### src/rtl/serial_result_tx_if.sv
`default_nettype none
// ============================================================================
// Module      : serial_result_tx_if
// Description : Signal bundle for serial_result_tx: control (go/busy/done),
//               word-memory read port and UART transmitter byte port.
// Revision    : 1.0 - initial release
// ============================================================================
interface serial_result_tx_if #(
  parameter int ADDR_W = 24,
  parameter int DATA_W = 21
) ();

  // Frame control
  logic                     go;
  logic [ADDR_W-1:0]        base_addr;
  logic [ADDR_W-1:0]        word_count;
  logic                     busy;
  logic                     done;

  // Word memory read port (data returns one cycle after rd_en)
  logic                     rd_en;
  logic [ADDR_W-1:0]        rd_addr;
  logic signed [DATA_W-1:0] rd_data;

  // UART transmitter byte port
  logic                     tx_start;
  logic [7:0]               tx_data;
  logic                     tx_busy;

  // Encoder side: it masters the memory reads and the UART strobes
  modport master (
    input  go, base_addr, word_count, rd_data, tx_busy,
    output busy, done, rd_en, rd_addr, tx_start, tx_data
  );

  // Environment side: host control, memory and transmitter
  modport slave (
    output go, base_addr, word_count, rd_data, tx_busy,
    input  busy, done, rd_en, rd_addr, tx_start, tx_data
  );

endinterface
`default_nettype wire

### src/rtl/serial_result_tx.sv
`default_nettype none
// ============================================================================
// Module      : serial_result_tx
// Description : Reads a block of signed words from memory and streams them to
//               a UART transmitter as 0xFF header, four 6-bit-payload
//               sign-magnitude bytes per word, and 0xBF trailer.
// Revision    : 1.0 - initial release
// ============================================================================
module serial_result_tx #(
  parameter int ADDR_W = 24,
  parameter int DATA_W = 21
) (
  input  wire logic           clk25,
  input  wire logic           reset,
  serial_result_tx_if.master  bus
);

  localparam int         MAG_W    = DATA_W - 1;
  localparam logic [7:0] HDR_BYTE = 8'hFF;
  localparam logic [7:0] TRL_BYTE = 8'hBF;

  typedef enum logic [3:0] {
    S_IDLE = 4'd0,
    S_HDR  = 4'd1,
    S_RD   = 4'd2,
    S_CAP  = 4'd3,
    S_B0   = 4'd4,
    S_B1   = 4'd5,
    S_B2   = 4'd6,
    S_B3   = 4'd7,
    S_TRL  = 4'd8,
    S_FIN  = 4'd9
  } state_t;

  // Byte handshake sub-phase, shared by every byte-sending state
  typedef enum logic [1:0] {
    PH_ISSUE = 2'd0,
    PH_GUARD = 2'd1,
    PH_HOLD  = 2'd2
  } phase_t;

  state_t             state_q, state_d;
  phase_t             phase_q, phase_d;
  logic [ADDR_W-1:0]  base_q,  base_d;
  logic [ADDR_W-1:0]  count_q, count_d;
  logic [ADDR_W-1:0]  idx_q,   idx_d;
  logic [MAG_W-1:0]   mag_q,   mag_d;
  logic               sign_q,  sign_d;

  logic               sending;
  logic               byte_done;
  logic               tx_start_c;
  logic [7:0]         tx_data_c;
  logic [DATA_W-1:0]  raw_c;
  logic [DATA_W-1:0]  abs_c;
  logic [MAG_W-1:0]   mag_cap_c;
  logic [ADDR_W-1:0]  idx_inc_c;

  // Sign-magnitude of the returned word; only -2^20 overflows the magnitude
  // field, so it is clamped to all-ones. Zero is non-negative by construction.
  always_comb begin
    raw_c     = bus.rd_data;
    abs_c     = raw_c[DATA_W-1] ? ((~raw_c) + DATA_W'(1)) : raw_c;
    mag_cap_c = abs_c[DATA_W-1] ? '1 : abs_c[MAG_W-1:0];
    idx_inc_c = idx_q + ADDR_W'(1);
  end

  // State and datapath registers
  always_ff @(posedge clk25) begin
    if (reset) begin
      state_q <= S_IDLE;
      phase_q <= PH_ISSUE;
      base_q  <= '0;
      count_q <= '0;
      idx_q   <= '0;
      mag_q   <= '0;
      sign_q  <= 1'b0;
    end else begin
      state_q <= state_d;
      phase_q <= phase_d;
      base_q  <= base_d;
      count_q <= count_d;
      idx_q   <= idx_d;
      mag_q   <= mag_d;
      sign_q  <= sign_d;
    end
  end

  // Next-state logic: frame sequencing plus the per-byte UART handshake
  always_comb begin
    state_d    = state_q;
    phase_d    = phase_q;
    base_d     = base_q;
    count_d    = count_q;
    idx_d      = idx_q;
    mag_d      = mag_q;
    sign_d     = sign_q;
    tx_start_c = 1'b0;
    byte_done  = 1'b0;

    sending = (state_q == S_HDR) || (state_q == S_B0) || (state_q == S_B1) ||
              (state_q == S_B2)  || (state_q == S_B3) || (state_q == S_TRL);

    // The start strobe is gated by the live busy flag so it can never
    // coincide with a busy transmitter. GUARD skips the cycle in which the
    // transmitter may not yet have raised busy for the byte just started.
    if (sending) begin
      case (phase_q)
        PH_ISSUE: begin
          if (!bus.tx_busy) begin
            tx_start_c = 1'b1;
            phase_d    = PH_GUARD;
          end
        end
        PH_GUARD: phase_d = PH_HOLD;
        PH_HOLD: begin
          if (!bus.tx_busy) begin
            byte_done = 1'b1;
            phase_d   = PH_ISSUE;
          end
        end
        default: phase_d = PH_ISSUE;
      endcase
    end

    case (state_q)
      S_IDLE: begin
        if (bus.go) begin
          base_d  = bus.base_addr;
          count_d = bus.word_count;
          idx_d   = '0;
          phase_d = PH_ISSUE;
          state_d = S_HDR;
        end
      end
      S_HDR:  if (byte_done) state_d = (count_q == '0) ? S_TRL : S_RD;
      S_RD:   state_d = S_CAP;
      S_CAP: begin
        mag_d   = mag_cap_c;
        sign_d  = raw_c[DATA_W-1];
        state_d = S_B0;
      end
      S_B0:   if (byte_done) state_d = S_B1;
      S_B1:   if (byte_done) state_d = S_B2;
      S_B2:   if (byte_done) state_d = S_B3;
      S_B3: begin
        if (byte_done) begin
          idx_d   = idx_inc_c;
          state_d = (idx_inc_c == count_q) ? S_TRL : S_RD;
        end
      end
      S_TRL:  if (byte_done) state_d = S_FIN;
      S_FIN:  state_d = S_IDLE;
      default: state_d = S_IDLE;
    endcase
  end

  // Byte presented to the UART; constant for the whole sending state
  always_comb begin
    tx_data_c = 8'h00;
    case (state_q)
      S_HDR:   tx_data_c = HDR_BYTE;
      S_B0:    tx_data_c = {2'b00, mag_q[5:0]};
      S_B1:    tx_data_c = {2'b00, mag_q[11:6]};
      S_B2:    tx_data_c = {2'b00, mag_q[17:12]};
      S_B3:    tx_data_c = {4'b0000, sign_q, 1'b0, mag_q[19:18]};
      S_TRL:   tx_data_c = TRL_BYTE;
      default: tx_data_c = 8'h00;
    endcase
  end

  assign bus.tx_start = tx_start_c;
  assign bus.tx_data  = tx_data_c;
  assign bus.rd_en    = (state_q == S_RD);
  assign bus.rd_addr  = base_q + idx_q;
  assign bus.busy     = (state_q != S_IDLE) && (state_q != S_FIN);
  assign bus.done     = (state_q == S_FIN);

endmodule
`default_nettype wire

### src/flat_wrapper.sv
// flat-port wrapper written by rule: the top's interface ports become plain ports
module serial_result_tx_flat 
#(
  parameter int ADDR_W = 24,
  parameter int DATA_W = 21
)
  (clk25, reset, bus_go, bus_base_addr, bus_word_count, bus_rd_data, bus_tx_busy, bus_busy, bus_done, bus_rd_en, bus_rd_addr, bus_tx_start, bus_tx_data);
  serial_result_tx_if #(.ADDR_W(ADDR_W), .DATA_W(DATA_W)) bus_i ();
  input  wire logic clk25;
  input  wire logic reset;
  input wire logic [$bits(bus_i.go)-1:0] bus_go;
  input wire logic [$bits(bus_i.base_addr)-1:0] bus_base_addr;
  input wire logic [$bits(bus_i.word_count)-1:0] bus_word_count;
  input wire logic [$bits(bus_i.rd_data)-1:0] bus_rd_data;
  input wire logic [$bits(bus_i.tx_busy)-1:0] bus_tx_busy;
  output wire logic [$bits(bus_i.busy)-1:0] bus_busy;
  output wire logic [$bits(bus_i.done)-1:0] bus_done;
  output wire logic [$bits(bus_i.rd_en)-1:0] bus_rd_en;
  output wire logic [$bits(bus_i.rd_addr)-1:0] bus_rd_addr;
  output wire logic [$bits(bus_i.tx_start)-1:0] bus_tx_start;
  output wire logic [$bits(bus_i.tx_data)-1:0] bus_tx_data;
  assign bus_i.go = bus_go;
  assign bus_i.base_addr = bus_base_addr;
  assign bus_i.word_count = bus_word_count;
  assign bus_i.rd_data = bus_rd_data;
  assign bus_i.tx_busy = bus_tx_busy;
  assign bus_busy = bus_i.busy;
  assign bus_done = bus_i.done;
  assign bus_rd_en = bus_i.rd_en;
  assign bus_rd_addr = bus_i.rd_addr;
  assign bus_tx_start = bus_i.tx_start;
  assign bus_tx_data = bus_i.tx_data;
  serial_result_tx #(.ADDR_W(ADDR_W), .DATA_W(DATA_W)) u_core (.clk25(clk25), .reset(reset), .bus(bus_i));
endmodule
### config.mk
export PLATFORM = sky130hd
export DESIGN_NAME = serial_result_tx_flat
export DESIGN_NICKNAME = d
export VERILOG_FILES = /design/src/rtl/serial_result_tx_if.sv /design/src/rtl/serial_result_tx.sv /design/src/flat_wrapper.sv
export SDC_FILE = /design/constraint.sdc
export NUM_CORES = 1
export LEC_CHECK = 0
export ABC_AREA = 1
export BUFFER_PORTS_ARGS = -buffer_cell sky130_fd_sc_hd__buf_4
export CORE_ASPECT_RATIO = 2
export CORE_MARGIN = 1
export CORE_UTILIZATION = 35
export DETAILED_ROUTE_END_ITERATION = 16
export SLEW_MARGIN = 15
export SYNTH_ARGS = -nofsm -noshare
export SYNTH_HDL_FRONTEND = slang
export SYNTH_SLANG_ARGS = --single-unit
### constraint.sdc
create_clock -name clk25 -period 3.1 [get_ports clk25]
set_clock_uncertainty 0.2 [all_clocks]
set_input_delay 0.62 -clock clk25 [delete_from_list [all_inputs] [get_ports clk25]]
set_output_delay 0.62 -clock clk25 [all_outputs]
set_load 0.05 [all_outputs]
Yosys cells after proc, flatten, opt, wreduce, memory -nomap -nowiden --
Cells that the tools add are included.
Operators by class: $add $sub $neg 3, multipliers 0, div/mod/pow operators 0, magnitude comparators 0, equal/unequal tests 20, shift-type cells 0, mux-type cells 27, bitwise gates (word level) 1, reductions and logical operators 14
Operators by type and width (count):
- 24-bit two-way mux | 2
- 24-bit case mux with 2 select lines | 1
- 8-bit case mux with 6 select lines | 1
- 4-bit two-way mux | 9
- 4-bit case mux with 9 select lines | 1
- 24-bit by 1-bit adder with 24-bit output (second input constant) | 1
- 24-bit adder | 1
- 24-bit == test | 1
- 24-bit logical NOT | 1
- 21-bit by 1-bit adder with 21-bit output (second input constant) | 1
- 21-bit two-way mux | 1
- 21-bit NOT | 1
- 20-bit two-way mux | 1
- 4-bit by 3-bit == test with 1-bit output (second input constant) | 4
- 2-bit by 1-bit inequality test with 1-bit output (second input constant) | 6
- 2-bit two-way mux | 5
- 4-bit by 2-bit == test with 1-bit output (second input constant) | 2
- 4-bit == test (second input constant) | 2
- 7-bit AND reduction | 1
- 2-bit case mux with 3 select lines | 1
- 1-bit logical OR | 5
- 1-bit two-way mux | 5
- 4-bit by 1-bit == test with 1-bit output (second input constant) | 1
- 4-bit logical NOT | 1
- 10 further kinds | 10
Storage, ports and cells: register bits after elaboration 99, bits in latches 0, bits in writable memories 0, memory bits (read-only) 0, bits of input ports 73, word-level logic and storage cells 72, memories kept 0

Logic depth before layout (Yosys ltp) --
Gate-level depths: netlist of run 1.
depth in word-level cells 9, mapped depth 18

Worst setup path after synthesis of run 1 --
OpenSTA, ideal clock, no wires.
kind register to output, start reg u_core.idx_q[0], end out bus_rd_addr[16], arrival 2.935 ns, required time 2.280 ns, path slack -0.655 ns, stages on the path, launching flop included 12, path through dfxtp_1 -> ha_1 -> inv_1 -> fa_1 -> nand3b_1 -> nand2_1 -> a21oi_1 -> o21ai_0 -> a21boi_1 -> o21ai_0 -> a21oi_1 -> xnor2_1
On the way: word-level cells in the longest chain between the ends 1
Ends and longest elaborated chain:
- from (decl) | RTL line serial_result_tx.sv:46 | logic [ADDR_W-1:0] idx_q, idx_d;
- from (signal assigned) | RTL line serial_result_tx.sv:83 | idx_q <= idx_d;
- 24-bit adder | RTL line serial_result_tx.sv:175 | assign bus.rd_addr = base_q + idx_q;
- to (decl) | RTL line flat_wrapper.sv:19 | output wire logic [$bits(bus_i.rd_addr)-1:0] bus_rd_addr;
No other way between the ends.

Worst setup path in the final report of run 1 --
Ends and elaborated chain as after synthesis.

==> impl_metrics.ini, run 1 <==
[outcome]
status = finished, violations left
violations = setup timing

[worst_setup_path]
rrSetupSlack_ns = 0.28
cp_data_required_time_ns = 2.28
r2r-end = u_core.state_q[1]$_SDFFE_PP0P_
rr_worst_depth = 19
endpoint = bus_rd_addr[16]
crit_fanout = 3
cp.arrival_ns = 2.58
reg2reg_from = u_core.idx_q[0]$_SDFFE_PP0P_
crit_type = reg -> out
crit_path_end_kind = primary output
cp-startpoint = u_core.idx_q[0]$_SDFFE_PP0P_
crit_path_start_kind = flip-flop

[global_route]
grt_start_max_net_pins = 76
grt_overflow = 0
grt_pass1_vias = 7279
antenna_found_initial = 0
grt_pass1_wl_mm = 34.2
grt_use_total = 0.228

[sta]
tightest_slew_ns = 0.652
setup_violations = 10
fin_setup_tns_ns = -1.70
fmax_mhz = 294
relSlewSlack = 0.562
rsz0062_at_grt = yes
setup_slack_ns = -0.302
finalCriticalPeriod_ns = 3.40
hold_violations = 0
drv_slew = 0
whs_ns = 0.274
fin_crit_sh = 1.10

[finish]
fin_area_um2 = 9260
layoutNonFillerInstCount = 1407
drive_gt1_frac = 0.299
layout_common_cells = nand2_1, buf_4, a21oi_1
n_fill_cell = 1809
final_common_cell = nand2_1
nNetsFinal = 1287
area_growth_pct = 41.7
antenna_cells = 0

[power_and_ir_drop]
p_leak_nw = 4.13
total_power_mw = 5.30
p_per_area_nw_per_um2 = 572
ir_drop_mv = 0.480

[synth]
synth-xor-area-share = 0.0538
synth.distinct_cells = 46
synth_compound_area_frac = 0.182
muxShareOfSynthArea = 0
async_reset_ff_frac = 0
seq_area_frac_synth = 0.303
synth_edf_count = 0
synthCells = 1009
ys.flop_type = dfxtp_1
synth_top_family_by_area = simple AND/OR/NAND/NOR gates
synthAdderAreaFrac = 0.0509
synth_nets = 1108
synth-seq-cells = 99
syn_area_um2 = 6540
synth_simple_gate_area_share = 0.332
synth_warnings = 0
postSynthAreaPerCell_um2 = 6.48

[clock_tree]
cts_sinks = 99
cts_hold_buf = 0
root_buffer = clkbuf_16
htreeDepth = 3
clock_latency_ns = 0.35
cts_tree = yes
clockBufferDepth = 2
numCtsBuffers = 9
path_clk_slew_ns = 0.06

[route]
drtAntennaViolNets = 0
drc = 0
vias_per_cell = 5.16
first_pass_iters = 7
drt_iter0_markers = 305
drt_wl_total_mm = 21.6
post_drt_wl_per_cell_um = 15.4
num_vias = 7257

[min_path]
hp-class = reg -> reg
hold_depth = 2

[place]
placed_cells = 1373
io_buffers = 108
place.gp.congestion = 0.888
hpwlAfterDp_mm = 16.9
place_area_um2 = 8240

[floorplanning]
dieWidth_um = 98.6
initial_core_util = 0.357
rows = 70
die_area_um2 = 19300
core-area_um2 = 18300
io_pins = 109
fp.dieH_um = 195

[run]
drv_cap = 0
critical path, stage by stage (launching register included):
cell and delay, ns:
dfxtp_2 0.36, ha_4 0.14, inv_2 0.04, fa_2 0.32, nand3b_1 0.19, nand2_2 0.09, a21oi_2 0.06, o21ai_2 0.20
a21boi_4 0.11, o21ai_4 0.20, a21oi_4 0.08, buf_6 0.13, xnor2_4 0.12, buf_6 0.17
area by class of cell:
type | count | area, um2 | share of cell area
Multi-Input combinational cell | 774 | 4690 | 0.507
Sequential cell | 99 | 2020 | 0.218
Timing Repair Buffer | 199 | 1590 | 0.171
Inverter | 105 | 394 | 0.0426
Tap cell | 216 | 270 | 0.0292
Clock buffer | 11 | 233 | 0.0251
Clock inverter | 3 | 65.1 | 0.00702
cells by family after synthesis:
| logic type | Yosys count |
|---|---|
| AOI/OAI and AO/OA | 221 |
| xor gates and xnor gates | 37 |
| adders and majority gates | 26 |
| buffers and inverters | 136 |
| DFF | 99 |
| and+or+nand+nor | 490 |
metal layers:
metal	wire (um)	GRT usage	up-vias
li1	-	-	3677
met1	7430	0.206	3319
met2	12100	0.456	193
met3	643	0.0200	68
met4	1520	0.172	0
met5	0	0	-
stage by stage:
step / utilization / setup slack [ns]
finish: 0.506 / -0.302
global route: 0.506 / -0.400
CTS: 0.497 / -0.257
detailed placement: 0.450 / -0.0615
global placement: 0.450 / -0.0228
floorplan: - / -0.0307
power by group:
part / leakage [nW] / internal (mW) / switching [mW]
clock: 0.145 / 0.698 / 0.467
combinational: 3.16 / 0.855 / 1.60
sequential: 0.820 / 1.51 / 0.171
Yosys cell counts (all sizes together), types with 6 or more instances:
cell    instances  share of area
nand4          19          0.018
inv           105          0.060
nor2           89          0.064
nand2         289           0.17
a31oi          11          0.011
nand3b          6         0.0069
or2             6         0.0057
ha             25          0.048
xnor2          11          0.015
nor3           16          0.015
xor2           24          0.032
clkbuf         26          0.015
a21oi         117          0.090
dfxtp          99           0.30
nand3          59          0.046
o21ai          75          0.058
registers in the layout, indices dropped and copies added (netlist names):
name / flops
u_core.idx_q: 24
u_core.base_q: 24
u_core.count_q: 24
u_core.phase_q: 2
u_core.state_q: 4
u_core.sign_q: 1
u_core.mag_q: 20
repair_timing:
item / in CTS / in global routing
gates resized for setup: 98 / 29
pin swaps: 22 / 18
endpoints found under the setup margin: 16 / 20
setup buffers: 15 / 10
worst min path at each step:
stage                                     endpoint                            from  slack, ns
floorplan           u_core.count_q[8]$_SDFFE_PP0P_  u_core.count_q[8]$_SDFFE_PP0P_       0.24
global placement    u_core.base_q[14]$_SDFFE_PP0P_  u_core.base_q[14]$_SDFFE_PP0P_       0.26
detailed placement  u_core.base_q[12]$_SDFFE_PP0P_  u_core.base_q[12]$_SDFFE_PP0P_       0.26
CTS                 u_core.base_q[21]$_SDFFE_PP0P_  u_core.base_q[21]$_SDFFE_PP0P_       0.27
global route        u_core.base_q[22]$_SDFFE_PP0P_  u_core.base_q[22]$_SDFFE_PP0P_       0.29
finish               u_core.base_q[3]$_SDFFE_PP0P_   u_core.base_q[3]$_SDFFE_PP0P_       0.27
Power figures use the tool's default switching activity.
==> run 2, diff against run 1 <==
--- a/config.mk
+++ b/config.mk
@@ -11,6 +11,7 @@
 export CORE_MARGIN = 1
 export CORE_UTILIZATION = 35
 export DETAILED_ROUTE_END_ITERATION = 16
+export MAX_ROUTING_LAYER = met4
 export SLEW_MARGIN = 15
 export SYNTH_ARGS = -nofsm -noshare
 export SYNTH_HDL_FRONTEND = slang
==> run 2 against run 1 <==
The flow still finishes with violations (setup timing). Global-route usage grew 0.66 points. Setup slack gained 0.0018 ns. Combinational power is essentially flat. Final cell count is the same. Critical path depth is the same. Clock power is essentially flat. Highest routed layer unchanged.
==> impl_metrics.ini, run 2 (synthesis gave the netlist of run 1 again) <==
[finish]
nNetsFinal = 1287
layout_common_cells = nand2_1, buf_4, a21oi_1
multi_input_area_um2 = 4690
seqCellArea_um2 = 2020
drive_gt1_frac = 0.299
largestRegisters = u_core.base_q: 24 flops, u_core.count_q: 24 flops, u_core.idx_q: 24 flops
antenna_cells = 0
area_growth_pct = 41.7
fin_area_um2 = 9260
n_fill_cell = 1809
fin_util = 0.506
final_common_cell = nand2_1
layoutNonFillerInstCount = 1407

[worst_setup_path]
crit_path_start_kind = flip-flop
cp.arrival_ns = 2.58
crit_type = reg -> out
cp_data_required_time_ns = 2.28
crit_path_end_kind = primary output
reg2reg_from = u_core.idx_q[0]$_SDFFE_PP0P_
rrSetupSlack_ns = 0.28
cp-startpoint = u_core.idx_q[0]$_SDFFE_PP0P_
crit_fanout = 3

[clock_tree]
clock_latency_ns = 0.35
root_buffer = clkbuf_16
htreeDepth = 3
cts_tree = yes
numCtsBuffers = 9
clockBufferDepth = 2
cts_sinks = 99
path_clk_slew_ns = 0.06

[place]
placed_cells = 1373
place_area_um2 = 8240
io_buffers = 108
place.gp.congestion = 0.903
dp_slack_ns = -0.0615
hpwlAfterDp_mm = 16.9

[route]
drt_iter0_markers = 279
first_pass_iters = 6
drtAntennaViolNets = 0
num_vias = 7236
drc = 0
drt_wl_total_mm = 21.6
post_drt_wl_per_cell_um = 15.4
vias_per_cell = 5.14

[sta]
fin_setup_tns_ns = -1.71
relSlewSlack = 0.566
setup_violations = 10
finalCriticalPeriod_ns = 3.40
whs_ns = 0.274
setup_slack_ns = -0.300
hold_violations = 0
fmax_mhz = 294
rsz0062_at_grt = yes
drv_slew = 0
tightest_slew_ns = 0.646
fin_crit_sh = 1.10

[min_path]
hp-class = reg -> reg
holdCritStartpoint = u_core.base_q[3]$_SDFFE_PP0P_

[floorplanning]
fp.dieH_um = 195
die_area_um2 = 19300
dieWidth_um = 98.6
io_pins = 109
rows = 70
core-area_um2 = 18300
initial_core_util = 0.357

[power_and_ir_drop]
p_leak_nw = 4.13
p_per_area_nw_per_um2 = 572
ir_drop_mv = 0.480
total_power_mw = 5.30

[outcome]
violations = setup timing
status = finished, violations left

[global_route]
grt_pass1_vias = 7268
grt_pass1_wl_mm = 34.2
antenna_found_initial = 0
grt_use_total = 0.235
grt_start_max_net_pins = 76
grt_overflow = 0

[run]
drv_cap = 0
## run 2: cell counts in the layout (fill, tap and decap cells not counted)
Identical to the previous run, type by type.
## run 2: path summary, 6_finish.rpt
kind,depth (start not counted),end
worst max-delay path,13,bus_rd_addr[16]
worst min-delay path,2,u_core.base_q[3]$_SDFFE_PP0P_
worst max register to register,19,u_core.state_q[1]$_SDFFE_PP0P_
worst min register to register,2,u_core.base_q[3]$_SDFFE_PP0P_
## run 2: routing by layer
| metal | vias up | wire (um) | GRT usage | share of wire |
|---|---|---|---|---|
| met3 | 66 | 576 | 0.0179 | 0.027 |
| met1 | 3312 | 7530 | 0.207 | 0.35 |
| met4 | 0 | 1490 | 0.172 | 0.069 |
| met2 | 185 | 12100 | 0.455 | 0.56 |
| met5 | - | 0 | - | 0 |
| li1 | 3673 | - | - | - |
## run 2: final cells by class
type                       instances  share of cell area
tap                              216              0.0292
sequential                        99               0.218
timing repair buffer             199               0.171
clock buffer                      11              0.0251
clock inverter                     3             0.00702
multi-input combinational        774               0.507
inverter                         105              0.0426
## run 2: report_power, final
part	leakage, nW	total (mW)	switching, mW	internal [mW]
logic	3.16	2.45	1.60	0.855
registers	0.820	1.68	0.172	1.51
clock network	0.145	1.17	0.470	0.698
## run 2: timing repair
action | in CTS | in global routing
cloned | 0 | 0
hold buffers | 0 | 0
endpoints found under the setup margin | 16 | 20
buffers inserted | 15 | 10
gates resized for setup | 98 | 29
pin swaps | 22 | 18
## run 2: critical path, cell delays in order, from the launching register on
cell      delay [ns]
dfxtp_2         0.36
ha_4            0.14
inv_2           0.04
fa_2            0.32
nand3b_1        0.19
nand2_2         0.09
a21oi_2         0.07
o21ai_2         0.20
a21boi_4        0.11
o21ai_4         0.20
a21oi_4         0.08
buf_6           0.13
xnor2_4         0.12
buf_6           0.17
==> run 3, diff against run 2 <==
--- a/config.mk
+++ b/config.mk
@@ -12,6 +12,7 @@
 export CORE_UTILIZATION = 35
 export DETAILED_ROUTE_END_ITERATION = 16
 export MAX_ROUTING_LAYER = met4
+export REMOVE_ABC_BUFFERS = 1
 export SLEW_MARGIN = 15
 export SYNTH_ARGS = -nofsm -noshare
 export SYNTH_HDL_FRONTEND = slang
==> constraint.sdc (replaced) <==
create_clock -name clk25 -period 3.6 [get_ports clk25]
set_clock_uncertainty 0.2 [all_clocks]
set_input_delay 0.72 -clock clk25 [delete_from_list [all_inputs] [get_ports clk25]]
set_output_delay 0.72 -clock clk25 [all_outputs]
set_load 0.05 [all_outputs]
==> run 3 against run 2 <==
The run now ends clean. Combinational power decreased by 22%. Worst hold slack got worse by 0.0014 ns. Critical path depth increased by 1. Setup slack improved by 0.38 ns. Final area decreased by 10%. Count of clock-buffer cells in the layout decreased by 2. Wire length decreased by 7.5%. Sequential power decreased by 14%. Global-route usage decreased by 1.7 points.
==> impl_metrics.ini, run 3 (synthesis gave the netlist of run 1 again) <==
[route]
drc = 0
num_vias = 6780
post_drt_wl_per_cell_um = 14.9
first_pass_iters = 5
drt_iter0_markers = 283
vias_per_cell = 5.04
drt_wl_total_mm = 20.0
drtAntennaViolNets = 0

[worst_setup_path]
cp_data_required_time_ns = 2.68
crit_type = reg -> out
crit_fanout = 3
cp.arrival_ns = 2.60
crit_path_end_kind = primary output
rr_worst_depth = 15
crit_path_start_kind = flip-flop

[clock_tree]
numCtsBuffers = 9
cts_tree = yes
clockBufferDepth = 2
cts_sinks = 99
root_buffer = clkbuf_16
clock_latency_ns = 0.36
cts_hold_buf = 0
path_clk_slew_ns = 0.07
htreeDepth = 3

[sta]
relSlewSlack = 0.517
setup_slack_ns = 0.0767
tightest_slew_ns = 0.724
setup_violations = 0
finalCriticalPeriod_ns = 3.52
fmax_mhz = 284
drv_slew = 0
whs_ns = 0.272
hold_violations = 0
rsz0062_at_grt = yes
fin_crit_sh = 0.979
fin_setup_tns_ns = 0

[min_path]
hp-class = reg -> reg
hold_depth = 2

[finish]
antenna_cells = 0
drive_gt1_frac = 0.202
final_common_cell = nand2_1
fin_area_um2 = 8320
area_growth_pct = 27.2
layout_common_cells = nand2_1, buf_4, a21oi_1
largestRegisters = u_core.base_q: 24 flops, u_core.count_q: 24 flops, u_core.idx_q: 24 flops
nNetsFinal = 1224

[floorplanning]
die_area_um2 = 19300
core-area_um2 = 18300
rows = 70
dieWidth_um = 98.6
fp.dieH_um = 195
io_pins = 109
initial_core_util = 0.357

[run]
drv_cap = 0

[place]
io_buffers = 108
dp_slack_ns = -0.00471
hpwlAfterDp_mm = 15.6
place_area_um2 = 7670
place.gp.congestion = 0.890

[global_route]
antenna_found_initial = 0
grt_pass1_vias = 6790
grt_start_max_net_pins = 76
grt_use_total = 0.218
grt_overflow = 0
grt_pass1_wl_mm = 32.0

[power_and_ir_drop]
ir_drop_mv = 0.403
total_power_mw = 4.38
p_leak_nw = 3.65
p_per_area_nw_per_um2 = 527

[outcome]
status = finished clean
==> run 3: critical path, cell delays in order (launching register included) <==
cell      delay (ns)
dfxtp_2         0.36
ha_4            0.14
inv_2           0.04
fa_2            0.38
nand3b_1        0.17
nand2_2         0.11
a21oi_4         0.07
o21ai_2         0.17
a21boi_2        0.11
o21ai_2         0.17
a21oi_2         0.09
o21ai_1         0.15
nand2_1         0.07
nand2_1         0.07
buf_6           0.16
==> run 3: layout make-up <==
cell class,instances,area [um2]
Timing Repair Buffer,136,1020
Tap cell,216,270
Inverter,105,394
Multi-Input combinational cell,774,4330
Fill cell,1994,9990
Clock buffer,9,225
Sequential cell,99,1990
Clock inverter,7,82.6
==> run 3: worst paths after layout <==
| kind | startpoint | end | slack [ns] |
|---|---|---|---|
| setup / recovery | u_core.base_q[0]$_SDFFE_PP0P_ | bus_rd_addr[18] | 0.08 |
| hold / removal | u_core.base_q[22]$_SDFFE_PP0P_ | u_core.base_q[22]$_SDFFE_PP0P_ | 0.27 |
| setup reg to reg | u_core.idx_q[1]$_SDFFE_PP0P_ | u_core.state_q[1]$_SDFFE_PP0P_ | 0.93 |
| hold reg to reg | u_core.base_q[22]$_SDFFE_PP0P_ | u_core.base_q[22]$_SDFFE_PP0P_ | 0.27 |
==> run 3: power by group <==
part / internal [mW] / switching [mW] / total [mW]
Clock: 0.552 / 0.467 / 1.02
Sequential: 1.30 / 0.143 / 1.44
Combinational: 0.617 / 1.30 / 1.92
Total: 2.47 / 1.91 / 4.38
==> run 3: metrics by stage <==
step                instances   util
global placement         1325  0.419
finish                   1346  0.454
floorplan                 978      -
CTS                      1341  0.437
global route             1346  0.454
detailed placement       1325  0.419
==> run 3: layer usage <==
metal / part of all wire / track usage
met5: 0 / -
met4: 0.040 / 0.121
met3: 0.028 / 0.0225
met2: 0.57 / 0.431
met1: 0.36 / 0.197
==> run 3: timing repair <==
item,CTS,global route
setup endpoints to repair,8,10
buffers inserted,0,5
gates resized for setup,9,42
pin swaps,2,13
